$ cat src/rtl/mem_access_ctrl.sv
`default_nettype none
// ============================================================================
// Module      : mem_access_ctrl
// Description : Memory-stage access controller. Accepts one load/store at a
//               time from EX/MEM over valid/ready, sequences MemWr/MemRd to
//               match dmem timing (write on negedge, read on MemRd rising
//               edge) and returns a one-cycle completion pulse to MEM/WB.
// Parameters  : RD_HOLD - cycles MemRd stays high before Dataout is captured
//               (1..7).
// Options     : MAC_ADDR_CHECK_EN - when defined, requests with
//               req_addr[15:5] != 0 are rejected with rsp_err=1 and never
//               reach dmem.
// Ports       : clk, reset               - clock, sync active-high reset
//               req_valid/req_ready      - request handshake
//               req_wr/req_addr/req_wdata- request payload
//               rsp_valid/rsp_data/rsp_err - completion
//               MemRd/MemWr/address/DataIn - to dmem
//               Dataout                  - from dmem
// Revision    : 1.0 - initial release
// ============================================================================
module mem_access_ctrl #(
    parameter int RD_HOLD = 1
) (
    input  logic        clk,
    input  logic        reset,
    input  logic        req_valid,
    output logic        req_ready,
    input  logic        req_wr,
    input  logic [15:0] req_addr,
    input  logic [15:0] req_wdata,
    output logic        rsp_valid,
    output logic [15:0] rsp_data,
    output logic        rsp_err,
    output logic        MemRd,
    output logic        MemWr,
    output logic [15:0] address,
    output logic [15:0] DataIn,
    input  logic [15:0] Dataout
);

    typedef enum logic [1:0] {
        S_IDLE      = 2'd0,
        S_WRITE     = 2'd1,
        S_RD_SETUP  = 2'd2,
        S_RD_STROBE = 2'd3
    } state_t;

    localparam logic [2:0] c_hold_load = 3'(RD_HOLD - 1);

    state_t      r_state, w_state_nxt;
    logic [2:0]  r_cnt, w_cnt_nxt;
    logic        r_memrd, w_memrd_nxt;
    logic        r_memwr, w_memwr_nxt;
    logic [15:0] r_address, w_address_nxt;
    logic [15:0] r_datain, w_datain_nxt;
    logic        r_rsp_valid, w_rsp_valid_nxt;
    logic [15:0] r_rsp_data, w_rsp_data_nxt;
    logic        r_rsp_err, w_rsp_err_nxt;
    logic        r_err_pend, w_err_pend_nxt;
    logic        w_addr_bad;

`ifdef MAC_ADDR_CHECK_EN
    // dmem only decodes 32 words; anything above is an access violation.
    assign w_addr_bad = |req_addr[15:5];
`else
    // Every address is forwarded; the error path is constant-folded away.
    assign w_addr_bad = 1'b0;
`endif

    assign req_ready = (r_state == S_IDLE);
    assign MemRd     = r_memrd;
    assign MemWr     = r_memwr;
    assign address   = r_address;
    assign DataIn    = r_datain;
    assign rsp_valid = r_rsp_valid;
    assign rsp_data  = r_rsp_data;
    assign rsp_err   = r_rsp_err;

    always_ff @(posedge clk) begin
        if (reset) begin
            r_state     <= S_IDLE;
            r_cnt       <= 3'd0;
            r_memrd     <= 1'b0;
            r_memwr     <= 1'b0;
            r_address   <= 16'h0000;
            r_datain    <= 16'h0000;
            r_rsp_valid <= 1'b0;
            r_rsp_data  <= 16'h0000;
            r_rsp_err   <= 1'b0;
            r_err_pend  <= 1'b0;
        end else begin
            r_state     <= w_state_nxt;
            r_cnt       <= w_cnt_nxt;
            r_memrd     <= w_memrd_nxt;
            r_memwr     <= w_memwr_nxt;
            r_address   <= w_address_nxt;
            r_datain    <= w_datain_nxt;
            r_rsp_valid <= w_rsp_valid_nxt;
            r_rsp_data  <= w_rsp_data_nxt;
            r_rsp_err   <= w_rsp_err_nxt;
            r_err_pend  <= w_err_pend_nxt;
        end
    end

    always_comb begin
        w_state_nxt     = r_state;
        w_cnt_nxt       = r_cnt;
        w_memrd_nxt     = r_memrd;
        w_memwr_nxt     = 1'b0;        // write enable is a single-cycle pulse
        w_address_nxt   = r_address;
        w_datain_nxt    = r_datain;
        w_rsp_valid_nxt = 1'b0;
        w_rsp_data_nxt  = r_rsp_data;
        w_rsp_err_nxt   = r_rsp_err;
        w_err_pend_nxt  = r_err_pend;

        case (r_state)
            S_IDLE: begin
                if (req_valid) begin
                    if (w_addr_bad) begin
                        // Rejected: burn one WRITE cycle with dmem untouched.
                        w_err_pend_nxt = 1'b1;
                        w_state_nxt    = S_WRITE;
                    end else if (req_wr) begin
                        w_err_pend_nxt = 1'b0;
                        w_address_nxt  = req_addr;
                        w_datain_nxt   = req_wdata;
                        w_memwr_nxt    = 1'b1;
                        w_state_nxt    = S_WRITE;
                    end else begin
                        // Address settles one cycle with MemRd low so the
                        // following rise is a clean read trigger.
                        w_err_pend_nxt = 1'b0;
                        w_address_nxt  = req_addr;
                        w_state_nxt    = S_RD_SETUP;
                    end
                end
            end
            S_WRITE: begin
                w_rsp_valid_nxt = 1'b1;
                w_rsp_err_nxt   = r_err_pend;
                if (r_err_pend) begin
                    w_rsp_data_nxt = 16'h0000;
                end
                w_err_pend_nxt  = 1'b0;
                w_state_nxt     = S_IDLE;
            end
            S_RD_SETUP: begin
                w_memrd_nxt = 1'b1;
                w_cnt_nxt   = c_hold_load;
                w_state_nxt = S_RD_STROBE;
            end
            S_RD_STROBE: begin
                if (r_cnt != 3'd0) begin
                    w_cnt_nxt = r_cnt - 3'd1;
                end else begin
                    w_rsp_data_nxt  = Dataout;
                    w_memrd_nxt     = 1'b0;
                    w_rsp_valid_nxt = 1'b1;
                    w_rsp_err_nxt   = 1'b0;
                    w_state_nxt     = S_IDLE;
                end
            end
            default: begin
                w_memrd_nxt = 1'b0;
                w_state_nxt = S_IDLE;
            end
        endcase
    end

endmodule
`default_nettype wire
$ cat config.mk
export PLATFORM = sky130hd
export DESIGN_NAME = mem_access_ctrl
export DESIGN_NICKNAME = d
export VERILOG_FILES = /design/src/rtl/mem_access_ctrl.sv
export SDC_FILE = /design/constraint.sdc
export NUM_CORES = 1
export LEC_CHECK = 0
export ABC_AREA = 1
export CAP_MARGIN = 5
export CORE_ASPECT_RATIO = 1.5
export CORE_MARGIN = 2
export CORE_UTILIZATION = 40
export CTS_CLUSTER_SIZE = 8
export DETAILED_ROUTE_END_ITERATION = 8
export DONT_BUFFER_PORTS = 1
export HOLD_SLACK_MARGIN = 0.15
export PLACE_DENSITY_LB_ADDON = 0.12
export SLEW_MARGIN = 20
export SYNTH_ARGS = -nofsm -noshare
export SYNTH_HDL_FRONTEND = slang
export SYNTH_SLANG_ARGS = --single-unit
$ cat constraint.sdc
create_clock -name clk -period 3.7 [get_ports clk]
set_input_delay 0.555 -clock clk [delete_from_list [all_inputs] [get_ports clk]]
set_output_delay 0.555 -clock clk [all_outputs]
set_load 0.02 [all_outputs]
==> summary.txt, run 1 <==
FMAX - 637 MHz
CTS tree - done
Number of global-route vias before repair - 1526
Netlist cell types - 22
Area leader, netlist - dfxtp_1
Residual DRC count - 0
Clk slew on worst S/H paths - 0.09 ns
Slew @ Worst Pin - 0.645 ns
Root buf cell - clkbuf_8
Maximum vdd drop - 0.203 mV
GR Layer Usage met3 - 6.91%
DP Wirelength - 3240 um
WP depth - 1
Min-Delay Path Depth - 1
Per-cell routed wire length - 12.7 um
Minimum clock period - 1.57 ns
Buf/Inv on CP - 0
Sequential area share after synthesis - 51.1%
Initial antenna violation count - 0
CP Max Fanout - 8
Syn Nets - 349
Clock Latency Late Sink - 0.31 ns
Critical Path Max Stage Delay - 0.60 ns
Resized cells post-CTS - 0
Crit path cell chain - nor2_8
CP Launch Type - register
Maxcap violations - 0
Initial DRC count - 99
Final ANT Viol Nets - 0
First-pass GRT wire length - 7110 um
Status - complete, no violations
Number of buffers created by CTS - 5
Vias per inst - 4.69
Initial Utilization - 40.9%
Placer Congestion - 0.684
Area share of the largest cell type after synthesis - 51.1%
Setup bufs post-CTS - 0
Routed WL - 4540 um
Share of layout cells above drive strength 1 - 4.84%
Setup TNS - 0 ns
Final net count - 342
Die Height - 94.7 um
Global Route Usage Sum - 15.0%
Final WS setup - 2.13 ns
Period utilisation layout - 42.4%
Synth top area cells - dfxtp_1, nor2_1, nand2_1
Worst Hold Class - primary input to register
H-tree Lvls - 2
Leakage - 1.01 nW
Slowest-stage cell, CP - dfxtp_1
Met1 GRT Util - 14.8%
Largest net degree at the start of global routing - 34
Post-Syn Instances - 295
Worst path required time - 3.14 ns
Final max-slew violation count - 0
Vias after detailed routing - 1685
Setup Crit Path Kind - register to output pin
Crit-path leading delay family - flip-flops
Grt ovf - 0
Total number of yosys warnings - 0
Async SR Flop Fraction - 0%
Busiest grt layer - met2
Main synth FF type - dfxtp_1
Area grow syn2layout - 3.82%
Fin Clk Skew - 0.0105 ns
Post-Syn Area - 0.00219 mm^2
Hold buffer count at cts - 0
ANT cells - 0
Post-synth EDFFs - 0
I/O pin count - 105
Row count - 33
RSZ-0062 raised after global routing - false
Critical Path AT - 1.01 ns
Relative max-transition margin - 56.9%
Cell Pwr Density - 519 mW/mm^2
R2R cell count - 4
DRT Pass-1 Iters - 4
Final setup fails - 0
CTS sink cnt - 56
Top cells by count, synth - nor2_1, dfxtp_1, nand2_1
Final core occ - 42.4%
Port Buffers - 0
Die Wd - 64.5 um
Crit. End Element - output pin
Post-synthesis register bit count - 56
Most instantiated library cell after synthesis - nor2_1
Hold violation count in the final report - 0
Clock buffer depth - 2
Core ar. - 0.00537 mm^2
Syn_area_per_cell - 7.44 um^2
Pre-CTS setup slack - 1.98 ns
DIE AREA - 0.00611 mm^2
Met2 Track Usage GR - 26.7%
==> final timing paths <==
kind	from	end	slack, ns
setup / recovery	r_state[1]	req_ready	2.13
hold / removal	reset	MemRd	0.31
setup reg to reg	r_state[1]	rsp_data[9]	2.18
hold reg to reg	r_cnt[0]	r_cnt[0]	0.43
==> kinds of logic (layout without fill, tap and decap cells) <==
group / Yosys count / count (layout) / share of synthesized area [%]
AO/OA/AOI/OAI: 39 / 39 / 8.89
adder cells (fa/ha/maj): 2 / 2 / 1.14
buffers and inverters: 41 / 35 / 9.29
flip-flops: 56 / 56 / 51.1
other: 1 / 1 / 0.171
AND/OR/NAND/NOR: 156 / 156 / 29.4
==> power breakdown <==
part	leakage [nW]	internal, mW	switching, mW
combinational	0.505	0.0400	0.0744
clock	0.0445	0.153	0.193
sequential	0.459	0.645	0.0786
total	1.01	0.837	0.346
==> layer usage <==
metal	share of wire (%)	vias up
met1	36	729
met2	50	72
met5	0	-
met3	12	6
met4	1.8	0
li1	-	878
==> registers in the layout, indices dropped and copies added (netlist names) <==
name	count
MemWr	1
r_state	2
rsp_valid	1
r_cnt	3
address	16
MemRd	1
DataIn	16
rsp_data	16
==> per-stage QoR <==
step	cell area [um^2]	hold WS, ns	power (mW)	cells
floorplan	2190	0.403	0.840	295
global placement	2180	0.416	0.853	351
detailed placement	2180	0.422	0.855	351
CTS	2280	0.300	1.20	359
global route	2280	0.291	1.25	359
finish	2280	0.311	1.18	359
==> layout by cell type (no fill, tap or decap) <==
| cell type | Yosys | layout |
|---|---|---|
| nand3b_1 | 1 | 1 |
| ha_1 | 2 | 2 |
| o21ai_0 | 30 | 30 |
| a21oi_1 | 7 | 7 |
| nand4_4 | 1 | 1 |
| clkinvlp_4 | 0 | 1 |
| inv_1 | 24 | 24 |
| inv_2 | 1 | 1 |
| nand3_1 | 1 | 1 |
| nand3_4 | 1 | 1 |
| buf_4 | 2 | 1 |
| clkbuf_8 | 0 | 6 |
| clkinv_2 | 1 | 1 |
| nand2_4 | 1 | 1 |
| nor2_1 | 100 | 100 |
| nand2_1 | 50 | 50 |
| nor2_8 | 1 | 1 |
| o21ai_1 | 2 | 2 |
| conb_1 | 1 | 1 |
| dfxtp_1 | 56 | 56 |
| clkbuf_1 | 5 | 1 |
==> area by class of cell <==
cell class	instances	area (um^2)
repair buffers	1	7.51
well taps	70	87.6
inverters	26	98.8
clock inverters	1	7.51
fillers	594	3090
flip-flops and latches	56	1120
clock buffers	7	86.3
multi-input cells	198	870
No activity file was read; power rests on OpenSTA's default activity.
==> run 2: changes to the inputs <==
Clock period 3.7 ns to 1.62 ns, I/O delays scaled along.
==> run 2 against run 1 <==
  * Total power up 150%
  * Setup slack worse by 1.9 ns
  * Via count up 11%
  * Clock skew down 0.0086 ns
  * Cell count up 14%
  * Register-to-register slack worse by 2.0 ns
  * Critical path type is now register to register
  * Sequential share of layout area down 9.2 points
  * Highest routed layer unchanged
  * Clock-buffer cell count down 1
  * Largest power group unchanged
  * Routed wire length up 13%
  * Critical endpoint is now rsp_data[4]
==> summary.txt, run 2 (same netlist as run 1, synthesis figures left out) <==
Setup TNS - 0 ns
DRT Pass-1 Iters - 4
Resized cells post-CTS - 0
Final setup fails - 0
Status - complete, no violations
Number of buffers created by CTS - 5
Grt ovf - 0
Share of layout cells above drive strength 1 - 4.99%
DP Wirelength - 3370 um
Core ar. - 0.00537 mm^2
Crit path cell chain - inv_1, ha_1, nand4_4, inv_2, nor2_1, nor2_1
Buf/Inv on CP - 2
Root buf cell - clkbuf_8
Design Power - 2.92 mW
CP Max Fanout - 18
DIE AREA - 0.00611 mm^2
Residual DRC count - 0
Die Wd - 64.5 um
Area grow syn2layout - 27.8%
Slowest-stage cell, CP - dfxtp_1
Clk slew on worst S/H paths - 0.09 ns
Design Area, Final - 0.00281 mm^2
Worst path required time - 1.86 ns
CTS tree - done
Non-filler instance count after layout - 411
Initial DRC count - 89
Final net count - 394
Die Height - 94.7 um
Fillers - 525
Port Buffers - 0
Global Route Usage Sum - 17.1%
Hold Slack - 0.153 ns
Critical Path AT - 1.66 ns
ANT cells - 0
Most frequent cells in the layout - nor2_1, dfxtp_1, nand2_1, dlygate4sd3_1, o21ai_0
Fin Clk Skew - 0.00189 ns
Maxcap violations - 0
Initial Utilization - 40.9%
Placed instance count - 354
Per-cell routed wire length - 12.5 um
I/O pin count - 105
FMAX - 705 MHz
Crit-path leading delay family - simple AND/OR/NAND/NOR gates
Setup Crit Path Kind - register to register
Final WS setup - 0.201 ns
Vias after detailed routing - 1872
Minimum clock period - 1.42 ns
CP Launch Type - register
Crit path top cell by count - nor2_1
Vias per inst - 4.55
Setup bufs post-CTS - 0
RSZ-0062 raised after global routing - false
Maximum vdd drop - 0.628 mV
Final ANT Viol Nets - 0
H-tree Lvls - 2
Routed WL - 5140 um
Final core occ - 52.3%
Period utilisation layout - 87.6%
Clock Latency Late Sink - 0.30 ns
Final max-slew violation count - 0
First-pass GRT wire length - 8180 um
Hold buffer count at cts - 49
Most common cell after layout, fill and taps aside - nor2_1
Placer Congestion - 0.716
Crit. End Element - register
CTS sink cnt - 56
Worst Hold Class - primary input to register
Number of global-route vias before repair - 1850
Row count - 33
Critical Path Max Stage Delay - 0.32 ns
Cell Pwr Density - 1040 mW/mm^2
Hold violation count in the final report - 0
Initial antenna violation count - 0
Placed inst area - 0.00221 mm^2
Clock buffer depth - 2
Pre-CTS setup slack - 0.178 ns
Largest net degree at the start of global routing - 34
Leakage - 1.24 nW
-- run 2: metal layers --
metal | wire, um | global-route usage, %
met3 | 398 | 5.96
met2 | 2710 | 31.9
met1 | 1950 | 17.3
met4 | 86 | 6.56
met5 | 0 | 0
-- run 2: path summary, 6_finish.rpt --
path / start / end / slack [ns] / depth (start not counted)
hold reg to reg: r_cnt[0] / r_cnt[0] / 0.43 / 1
hold / removal: req_addr[14] / address[14] / 0.15 / 2
setup / recovery: r_cnt[0] / rsp_data[4] / 0.20 / 6
setup reg to reg: r_cnt[0] / rsp_data[4] / 0.20 / 6
-- run 2: final cells by class --
| type | count | area, um^2 | share of cell area (%) |
|---|---|---|---|
| clock inverter | 2 | 35.0 | 1.25 |
| clock buffer | 6 | 72.6 | 2.59 |
| tap | 70 | 87.6 | 3.12 |
| inverter | 26 | 98.8 | 3.52 |
| sequential | 56 | 1120 | 40.0 |
| timing repair buffer | 53 | 520 | 18.6 |
| multi-input combinational | 198 | 870 | 31.0 |
-- run 2: where the power goes --
| group | switching (mW) | internal (mW) | total, mW | leakage, nW |
|---|---|---|---|---|
| clock network | 0.432 | 0.459 | 0.892 | 0.0552 |
| logic | 0.201 | 0.176 | 0.377 | 0.725 |
| registers | 0.179 | 1.47 | 1.65 | 0.459 |
-- run 2: worst reg2reg max path, delay by kind of cell (launching register included) --
kind | cells | cell delay [ns]
AND/OR/NAND/NOR | 3 | 0.42
buffers and inverters | 2 | 0.41
flip-flops | 1 | 0.32
adder cells (fa/ha/maj) | 1 | 0.21
